--- src/rtl/multi_debouncer.sv ---
// Multi-channel debouncer: two-flop synchroniser plus a per-channel stability counter.
// Define DEBOUNCER_EDGE_EN to build the registered o_rise/o_fall strobes; otherwise they are tied low.
module multi_debouncer #(
  parameter int unsigned      WIDTH  = 1,
  parameter int unsigned      PERIOD = 1,
  parameter logic [WIDTH-1:0] INIT   = '0
) (
  input  logic             i_clk,
  input  logic             i_rst,
  input  logic [WIDTH-1:0] i_input,
  output logic [WIDTH-1:0] o_output,
  output logic [WIDTH-1:0] o_rise,
  output logic [WIDTH-1:0] o_fall,
  output logic             o_busy
);

  localparam int unsigned CW = ($clog2(PERIOD + 1) > 1) ? $clog2(PERIOD + 1) : 1;
  localparam logic [CW-1:0] LAST = CW'(PERIOD - 1);

  typedef enum logic [1:0] {
    IDLE,
    COUNTING,
    ACCEPT
  } act_t;

  logic [WIDTH-1:0] meta;
  logic [WIDTH-1:0] sync;
  logic [CW-1:0]    cnt [WIDTH];
  act_t             act [WIDTH];

  always_ff @(posedge i_clk or posedge i_rst) begin
    if (i_rst) begin
      meta <= INIT;
      sync <= INIT;
    end else begin
      meta <= i_input;
      sync <= meta;
    end
  end

  // Any sample matching the current output drops the channel back to IDLE.
  always_comb begin
    act = '{default: IDLE};
    for (int unsigned n = 0; n < WIDTH; n++) begin
      if (sync[n] == o_output[n])
        act[n] = IDLE;
      else if (cnt[n] == LAST)
        act[n] = ACCEPT;
      else
        act[n] = COUNTING;
    end
  end

  always_ff @(posedge i_clk or posedge i_rst) begin
    if (i_rst) begin
      o_output <= INIT;
      for (int unsigned n = 0; n < WIDTH; n++)
        cnt[n] <= '0;
    end else begin
      for (int unsigned n = 0; n < WIDTH; n++) begin
        case (act[n])
          ACCEPT: begin
            o_output[n] <= sync[n];
            cnt[n]      <= '0;
          end
          COUNTING: cnt[n] <= cnt[n] + CW'(1);
          default:  cnt[n] <= '0;
        endcase
      end
    end
  end

`ifdef DEBOUNCER_EDGE_EN
  always_ff @(posedge i_clk or posedge i_rst) begin
    if (i_rst) begin
      o_rise <= '0;
      o_fall <= '0;
    end else begin
      for (int unsigned n = 0; n < WIDTH; n++) begin
        o_rise[n] <= (act[n] == ACCEPT) &&  sync[n];
        o_fall[n] <= (act[n] == ACCEPT) && !sync[n];
      end
    end
  end
`else
  assign o_rise = '0;
  assign o_fall = '0;
`endif

  assign o_busy = |(sync ^ o_output);

endmodule
--- config.mk ---
export PLATFORM = sky130hd
export DESIGN_NAME = multi_debouncer
export DESIGN_NICKNAME = d
export VERILOG_FILES = /design/src/rtl/multi_debouncer.sv
export SDC_FILE = /design/constraint.sdc
export NUM_CORES = 1
export LEC_CHECK = 0
export BUFFER_PORTS_ARGS = -buffer_cell sky130_fd_sc_hd__buf_4
export CORE_AREA = 2 2 39 41
export CTS_CLUSTER_DIAMETER = 50
export CTS_CLUSTER_SIZE = 25
export DETAILED_ROUTE_END_ITERATION = 8
export DIE_AREA = 0 0 41 43
export PLACE_DENSITY = 0.3
export RECOVER_POWER = 50
export SLEW_MARGIN = 40
export SYNTH_ARGS = -nofsm -noshare
export SYNTH_HDL_FRONTEND = slang
export SYNTH_SLANG_ARGS = --single-unit
--- constraint.sdc ---
create_clock -name i_clk -period 1.02 [get_ports i_clk]
set_clock_uncertainty 0.2 [all_clocks]
set_input_delay 0.204 -clock i_clk [delete_from_list [all_inputs] [get_ports i_clk]]
set_output_delay 0.204 -clock i_clk [all_outputs]
set_load 0.02 [all_outputs]
Yosys cells after proc, flatten, opt, wreduce, memory -nomap -nowiden
Cells that the tools add are included.
{"block": "classes", "add_sub_neg": 1, "mul": 0, "div": 0, "order_cmp": 0, "eq_ne": 3, "shifts": 0, "mux": 3, "bitwise_logic": 1, "reduce_logical": 0}
{"operator": "2-bit two-way mux", "count": 2}
{"operator": "2-bit by 1-bit equality test with 1-bit output (second input constant)", "count": 1}
{"operator": "2-bit equality test (second input constant)", "count": 1}
{"operator": "1-bit adder (second input constant)", "count": 1}
{"operator": "1-bit equality test", "count": 1}
{"operator": "1-bit two-way mux", "count": 1}
{"operator": "1-bit bitwise XOR", "count": 1}
{"block": "totals", "ff_bits": 4, "latch_bits": 0, "ram_bits": 0, "romBits": 0, "input_bits": 3, "word_cells": 12, "mem_count": 0}

Longest topological paths before layout
Gate-level depths: netlist (run 1).
{"block": "logic_depth", "depth_word": 4, "ltp_mapped": 1, "depth_no_buf": 1}

Worst setup path after synthesis (run 1)
OpenSTA, ideal clock, no wires.
{"block": "synth_path", "path_type": "reg2out", "startpoint": "reg o_output", "endpoint": "out o_busy", "arrival_ns": 0.855, "required_time_ns": 0.616, "path_slack_ns": -0.239, "stages_incl_launch_ff": 2, "cell_sequence": "dfrtp_1 xor2_1"}
{"block": "synth_via", "elab_chain_cells": 1}
{"element": "from (decl)", "line_no": "11", "rtl": "output logic [WIDTH-1:0] o_output,"}
{"element": "from (signal, indexed assignment)", "line_no": "63", "rtl": "o_output[n] <= sync[n];"}
{"element": "1-bit bitwise XOR", "line_no": "90", "rtl": "assign o_busy = |(sync ^ o_output);"}
{"element": "to (decl)", "line_no": "14", "rtl": "output logic o_busy"}
Every way passes these cells.

Final worst setup path (run 1)
{"block": "layout_path", "startpoint": "reg sync", "endpoint": "out o_busy"}
{"block": "layout_via", "elab_chain_cells": 1}
{"element": "from (decl)", "line_no": "27", "rtl": "logic [WIDTH-1:0] sync;"}
{"element": "from (signal assigned)", "line_no": "37", "rtl": "sync <= meta;"}
{"element": "1-bit bitwise XOR", "line_no": "90"}
Every way passes these cells.

==> results of run 1 <==
stage by stage:
| stage | total power (W) | hold WS, ns | setup slack (ns) | instance area, um^2 | TNS [ns] |
|---|---|---|---|---|---|
| floorplan | 0.000227 | -0.230 | -0.0643 | 174 | -0.103 |
| global placement | 0.000244 | -0.106 | -0.151 | 209 | -0.161 |
| detailed placement | 0.000246 | -0.0978 | -0.157 | 209 | -0.170 |
| CTS | 0.000490 | 0.137 | -0.389 | 272 | -0.737 |
| global route | 0.000522 | 0.150 | -0.422 | 272 | -0.817 |
| finish | 0.000480 | 0.140 | -0.374 | 272 | -0.706 |
cell usage after synthesis (all sizes together):
| cell type | number |
|---|---|
| dfrtp | 4 |
| mux2 | 1 |
| xor2 | 1 |
| conb | 1 |
| buf | 2 |
| inv | 1 |
critical path, delay by kind of cell (launching register included):
kind                   cells  cell delay, ns
flip-flops                 1            0.43
XOR/XNOR                   1            0.18
buffers and inverters      1            0.13
routing by layer:
metal	part of all wire (%)	track usage [%]
met1	32	3.28
met2	43	4.69
met3	25	6.28
met4	0	6.00
met5	0	0
layout make-up:
class | count | area, um^2
fillers | 148 | 1110
flip-flops and latches | 4 | 103
repair buffers | 7 | 65.1
multi-input cells | 5 | 53.8
clock buffers | 4 | 26.3
well taps | 16 | 20.0
inverters | 1 | 3.75
cell families after synthesis:
kind of cell | after synthesis | synth area share (%)
XOR/XNOR | 1 | 5.98
buffers and inverters | 3 | 12.8
flip-flops | 4 | 68.4
multiplexers | 1 | 10.3
other | 1 | 2.56
timing repair:
| item | in CTS | in global routing |
|---|---|---|
| hold buffers | 2 | 0 |
| endpoints found under the setup margin | 3 | 3 |
| setup buffers | 1 | 0 |
| endpoints found under the hold margin | 5 | 0 |
| resized for setup | 3 | 0 |
power breakdown:
group | leakage (nW) | internal (W) | switching [W] | total (W)
clock | 0.0150 | 0.000147 | 0.0000706 | 0.000218
combinational | 0.0653 | 0.0000461 | 0.0000331 | 0.0000792
sequential | 0.0447 | 0.000171 | 0.0000123 | 0.000183
total | 0.125 | 0.000364 | 0.000116 | 0.000480
final timing paths:
kind	end	depth (start not counted)	from
max	o_busy	2	sync
min	sync	0	meta
max in group asynchronous	sync	3	i_rst
min reg2reg	sync	0	meta
max reg2reg	o_output	1	sync
min in group asynchronous	o_output	3	i_rst
registers in the layout, summed over array words and instances, names as in the netlist:
signal and count:
o_output 1, cnt 1, sync 1, meta 1
==> flow_summary.toml, run 1 <==
[sta]
fin_crit_ns = 1.39
finalHoldViolCount = 0
finalSetupViolCount = 3
max_clock_freq_ghz = 0.717
period_share_pct = 137
grt_setup_unrepaired = "true"
setup_slack_ns = -0.374
finalMaxSlewViolations = 0

[finish]
mostFrequentLayoutCells = "clkbuf_4, conb_1"
fin_nets = 25
layout_commonest_cell = "clkbuf_4"
layout-drive-gt1-share_pct = 57.1
area_growth_pct = 85.5
num_antenna_cells = 0
fin_cells = 37
final_core_util_pct = 19.6

[detailed_routing]
dr.first_iter.drc_count = 2
wire_per_inst_um = 5.81
vias_per_cell = 2.86
wl_um = 215
drc = 0
dr.pass1.iters = 2
antenna_left = 0
via_count = 106

[synth]
syn-instance-count = 10
synth_top_area_share_pct = 68.4
synth_area_per_cell_um2 = 14.6
synthTopCellsByArea = "dfrtp_1, buf_4, mux2_4"
syn_area_um2 = 146
yosys_warnings = 0
ys_seq_elements = 4
synth_area_leader_cell = "dfrtp_1"
ys_types = 6
ys_seq_area_share_pct = 68.4

[critical_path]
startpoint_type = "flop"
reg2reg_slack_ns = 0
max_stage_delay_ns = 0.43
cp.required_ns = 0.62
cp.arrival_ns = 0.99
worstPathCellList = "xor2_4 -> buf_6"
worst-path-max-fanout = 2
worstSetupEndpointType = "output port"
cpMaxStageDelayCell = "dfrtp_2"
crit_type = "reg2out"

[floorplanning]
dieArea_um2 = 1760
rows = 14
die_w_um = 41
core_area_um2 = 1380
start_util_pct = 10.6
dieHeight_um = 43
io_pins = 7

[status]
violations = "setup timing"
status = "finished with violations"

[clock_network]
clock_path_buffers = 2
cts.htree.levels = 1
cts.sinks = 4
cts-root-buf = "clkbuf_4"
numCtsBuffers = 3
clk_pin_slew_ns = 0.04
cts_tree = "done"
insertion_delay_ns = 0.24

[placement]
place.port_buffers = 4
gp_congestion = 0.521
placed_cells = 30

[global_route]
grt_pass1_vias = 123
grt_pass1_wl_um = 427
antenna_found_initial = 0
overflow = 0
grt_max_degree = 5
track_usage_pct = 4.65

[power]
p_per_area_nw_per_um2 = 1770
vdd_drop_max_v = 0.000690
p_leak_nw = 0.125

[run]
cap_violations = 0

[min_path]
hp-class = "reg2reg"
Note: power is estimated with default switching activity, not from simulation.
==> inputs of run 2 (changes only) <==
--- a/config.mk
+++ b/config.mk
@@ -11,6 +11,7 @@
 export CTS_CLUSTER_SIZE = 25
 export DETAILED_ROUTE_END_ITERATION = 8
 export DIE_AREA = 0 0 41 43
+export GPL_TIMING_DRIVEN = 0
 export PLACE_DENSITY = 0.3
 export RECOVER_POWER = 50
 export SLEW_MARGIN = 40
==> constraint.sdc (replaced) <==
create_clock -name i_clk -period 1.6 [get_ports i_clk]
set_clock_uncertainty 0.2 [all_clocks]
set_input_delay 0.32 -clock i_clk [delete_from_list [all_inputs] [get_ports i_clk]]
set_output_delay 0.32 -clock i_clk [all_outputs]
set_load 0.02 [all_outputs]
==> run 2 against run 1 <==
  * The flow now finishes without violations
  * Sequential share of layout area grew 2.8 points
  * Combinational power shrank 47%
  * Hold slack gained 0.0081 ns
  * Die area is the same
  * Sequential power shrank 38%
  * Critical path depth is the same
  * Cell count is the same
  * Clock power shrank 44%
  * Cell area shrank 9.2%
==> flow_summary.toml, run 2 (synthesis gave the netlist of run 1 again) <==
[floorplanning]
rows = 14
dieHeight_um = 43
dieArea_um2 = 1760
die_w_um = 41
start_util_pct = 10.6
core_area_um2 = 1380
io_pins = 7

[critical_path]
worstSetupEndpointType = "output port"
startpoint_type = "flop"
cp.required_ns = 1.08
crit_type = "reg2out"
worst-path-max-fanout = 3
cp.arrival_ns = 0.95

[global_route]
track_usage_pct = 4.33
grt_pass1_vias = 99
grt_pass1_wl_um = 372
grt_max_degree = 5
overflow = 0
antenna_found_initial = 0

[run]
cap_violations = 0

[clock_network]
cts.sinks = 4
clk_pin_slew_ns = 0.04
numCtsBuffers = 3
clock_path_buffers = 2
cts-root-buf = "clkbuf_4"
insertion_delay_ns = 0.23
cts.htree.levels = 1
cts_tree = "done"

[detailed_routing]
via_count = 88
antenna_left = 0
wl_um = 216
wire_per_inst_um = 5.84
dr.pass1.iters = 1
vias_per_cell = 2.38
drc = 0
dr.first_iter.drc_count = 0

[placement]
gp_congestion = 0.514
place_area_um2 = 204
place.port_buffers = 4
dp_slack_ns = 0.377

[sta]
finalMaxSlewViolations = 0
max_clock_freq_ghz = 0.679
period_share_pct = 92.0
fin_setup_tns_ns = 0
finalHoldViolCount = 0
setup_slack_ns = 0.128
grt_setup_unrepaired = "false"
fin_crit_ns = 1.47
finalSetupViolCount = 0

[power]
p_per_area_nw_per_um2 = 1130
p_total_w = 0.000278
p_leak_nw = 0.126
vdd_drop_max_v = 0.000499

[min_path]
hp-class = "reg2reg"

[finish]
final_area_um2 = 246
layout-drive-gt1-share_pct = 47.6
layout_commonest_cell = "buf_4"
fin_nets = 26
num_antenna_cells = 0
area_growth_pct = 68.4
mostFrequentLayoutCells = "buf_4, clkbuf_4, dfrtp_1"
final_core_util_pct = 17.8

[status]
status = "finished, final reports clean"
-- run 2: cell count changes in the layout (fill, tap and decap cells not counted), moves of 2 or more --
cell | previous run | this run
buf_4 | 2 | 5
buf_6 | 2 | 0
dfrtp_1 | 2 | 4
dfrtp_2 | 2 | 0
-- run 2: area by class of cell --
cell class,count,area [um^2]
fillers,151,1140
repair buffers,6,50.0
flip-flops and latches,4,100
well taps,16,20.0
multi-input cells,5,35.0
plain buffers,2,15.0
clock buffers,3,22.5
inverters,1,3.75
-- run 2: report_power, final --
group / internal (W) / total (W) / switching (W)
clock network: 0.0000837 / 0.000123 / 0.0000388
logic: 0.0000224 / 0.0000423 / 0.0000198
registers: 0.000108 / 0.000113 / 0.00000453
total: 0.000214 / 0.000278 / 0.0000632
-- run 2: per-stage QoR --
step	hold WS, ns	cells
global route	0.160	37
CTS	0.151	37
finish	0.148	37
floorplan	-0.114	12
detailed placement	0.0214	32
global placement	0.0128	32
-- run 2: final timing paths --
| check | slack, ns | cells past startpoint | to | from |
|---|---|---|---|---|
| min reg2reg | 0.15 | 0 | sync | meta |
| max in group asynchronous | 0.72 | 3 | meta | i_rst |
| min | 0.15 | 0 | sync | meta |
| max reg2reg | 0.62 | 1 | o_output | cnt |
| max | 0.13 | 2 | o_busy | o_output |
| min in group asynchronous | 0.33 | 3 | sync | i_rst |
-- run 2: worst max-delay path, cell delays in order (launching register included) --
cell	delay [ns]
dfrtp_1	0.40
xor2_1	0.17
buf_4	0.16
-- run 2: timing repair --
action / 4_1_cts / 5_1_grt
gates resized for setup: 0 / 0
hold endpoints to repair: 5 / 0
hold buffers: 2 / 0
buffers inserted: 0 / 0
-- run 2: metal layers --
layer,up-vias,track usage (%),part of all wire (%)
met2,10,3.75,31
met1,32,3.24,41
li1,46,-,-
met3,0,9.42,28
met5,-,0,0
met4,0,2.00,0
==> inputs of run 3 (changes only) <==
--- a/config.mk
+++ b/config.mk
@@ -6,14 +6,16 @@
 export NUM_CORES = 1
 export LEC_CHECK = 0
 export BUFFER_PORTS_ARGS = -buffer_cell sky130_fd_sc_hd__buf_4
+export CELL_PAD_IN_SITES_DETAIL_PLACEMENT = 2
+export CELL_PAD_IN_SITES_GLOBAL_PLACEMENT = 2
 export CORE_AREA = 2 2 39 41
 export CTS_CLUSTER_DIAMETER = 50
-export CTS_CLUSTER_SIZE = 25
 export DETAILED_ROUTE_END_ITERATION = 8
 export DIE_AREA = 0 0 41 43
 export GPL_TIMING_DRIVEN = 0
-export PLACE_DENSITY = 0.3
+export PLACE_DENSITY = 0.36
 export RECOVER_POWER = 50
+export REMOVE_ABC_BUFFERS = 1
 export SLEW_MARGIN = 40
 export SYNTH_ARGS = -nofsm -noshare
 export SYNTH_HDL_FRONTEND = slang
==> run 3 against run 2 <==
  * Sequential power about the same
  * Combinational power decreased by 7.8%
  * Via count increased by 6.8%
  * Critical path depth unchanged
  * Routed wire length increased by 17%
  * Largest power group unchanged
  * Hold slack about the same
  * Critical endpoint unchanged
==> flow_summary.toml, run 3 (synthesis gave the netlist of run 1 again) <==
[placement]
place_area_um2 = 189
gp_congestion = 0.536
dp_slack_ns = 0.371
place.port_buffers = 4

[sta]
fin_setup_tns_ns = 0
hold_ws_ns = 0.147
finalHoldViolCount = 0
finalMaxSlewViolations = 0
max_clock_freq_ghz = 0.679
period_share_pct = 92.1
fin_crit_ns = 1.47
setup_slack_ns = 0.127
grt_setup_unrepaired = "false"
finalSetupViolCount = 0

[detailed_routing]
drc = 0
wire_per_inst_um = 7.20
dr.first_iter.drc_count = 0
via_count = 94
wl_um = 252
antenna_left = 0
dr.pass1.iters = 1
vias_per_cell = 2.69

[power]
pwr-share-comb_pct = 14.0
p_per_area_nw_per_um2 = 1200
seq_power_share_pct = 40.5
p_leak_nw = 0.115
switching_share_pct = 24.0
p_int_w = 0.000211
clkPwrFrac_pct = 45.5
power.switching_w = 0.0000667
vdd_drop_max_v = 0.000271

[finish]
mostFrequentLayoutCells = "clkbuf_4, dfrtp_1, conb_1, buf_4, dlygate4sd3_1"
fin_nets = 24
fill_cells = 159
num_antenna_cells = 0
area_growth_pct = 58.1
layout-drive-gt1-share_pct = 42.1
final_area_um2 = 231

[critical_path]
worstSetupEndpointType = "output port"
max_stage_delay_ns = 0.40
cp_num_buf_inv = 1
cp.arrival_ns = 0.95
cp.required_ns = 1.08
crit_type = "reg2out"
worst-path-max-fanout = 3
cpMaxStageDelayCell = "dfrtp_1"
cp_num_cells = 2
rr_worst_depth = 1
worstPathCellList = "xor2_1 -> buf_4"
cpLargestDelayFamily = "flip-flops"
startpoint_type = "flop"

[clock_network]
numCtsBuffers = 3
cts-hold-fix-buffers = 2
cts_tree = "done"
insertion_delay_ns = 0.23
cts-root-buf = "clkbuf_4"
cts_resized = 0
cts_setup_buffers = 0
clk_pin_slew_ns = 0.04
cts.sinks = 4
clock_path_buffers = 2
cts.htree.levels = 1

[floorplanning]
io_pins = 7
die_w_um = 41
start_util_pct = 10.6
rows = 14
dieArea_um2 = 1760
dieHeight_um = 43
core_area_um2 = 1380

[run]
cap_violations = 0

[global_route]
overflow = 0
grt_pass1_vias = 108
grt_max_degree = 5
track_usage_pct = 4.14
antenna_found_initial = 0
grt_pass1_wl_um = 386

[min_path]
hold_depth = 0
hp-class = "reg2reg"

[status]
status = "finished, final reports clean"
## run 3: layout make-up
cell class                 instances  area [um^2]  share of cell area [%]
sequential                         4          100                    43.2
timing repair buffer               6         50.0                    21.6
multi-input combinational          5         35.0                    15.1
clock buffer                       3         22.5                    9.73
tap                               16         20.0                    8.65
inverter                           1         3.75                    1.62
## run 3: power groups by stage
stage,registers (W),logic [W],clock network [W]
detailed placement,0.000114,0.0000354,0
CTS,0.000113,0.0000394,0.000135
global route,0.000113,0.0000417,0.000141
global placement,0.000113,0.0000350,0
floorplan,0.000116,0.0000175,0
finish,0.000113,0.0000390,0.000126
## run 3: per-stage QoR
| stage | utilization [%] | instances | power (W) |
|---|---|---|---|
| 2_1_floorplan | - | 10 | 0.000134 |
| 3_5_place_dp | 13.7 | 30 | 0.000149 |
| 3_3_place_gp | 13.7 | 30 | 0.000148 |
| 6_report | 16.7 | 35 | 0.000278 |
| 4_1_cts | 16.7 | 35 | 0.000287 |
| 5_1_grt | 16.7 | 35 | 0.000296 |
## run 3: worst paths after layout
path,slack [ns],startpoint,end
max,0.13,o_output,o_busy
min,0.15,meta,sync
max reg2reg,0.62,cnt,o_output
min reg2reg,0.15,meta,sync
max in group asynchronous,0.72,i_rst,cnt
min in group asynchronous,0.32,i_rst,sync
## run 3: routing by layer
metal	vias to the layer above	GRT usage, %	part of all wire, %
met5	-	0	0
met4	0	6.00	0
met3	0	4.71	12
met2	5	4.38	47
met1	46	2.95	40
li1	43	-	-
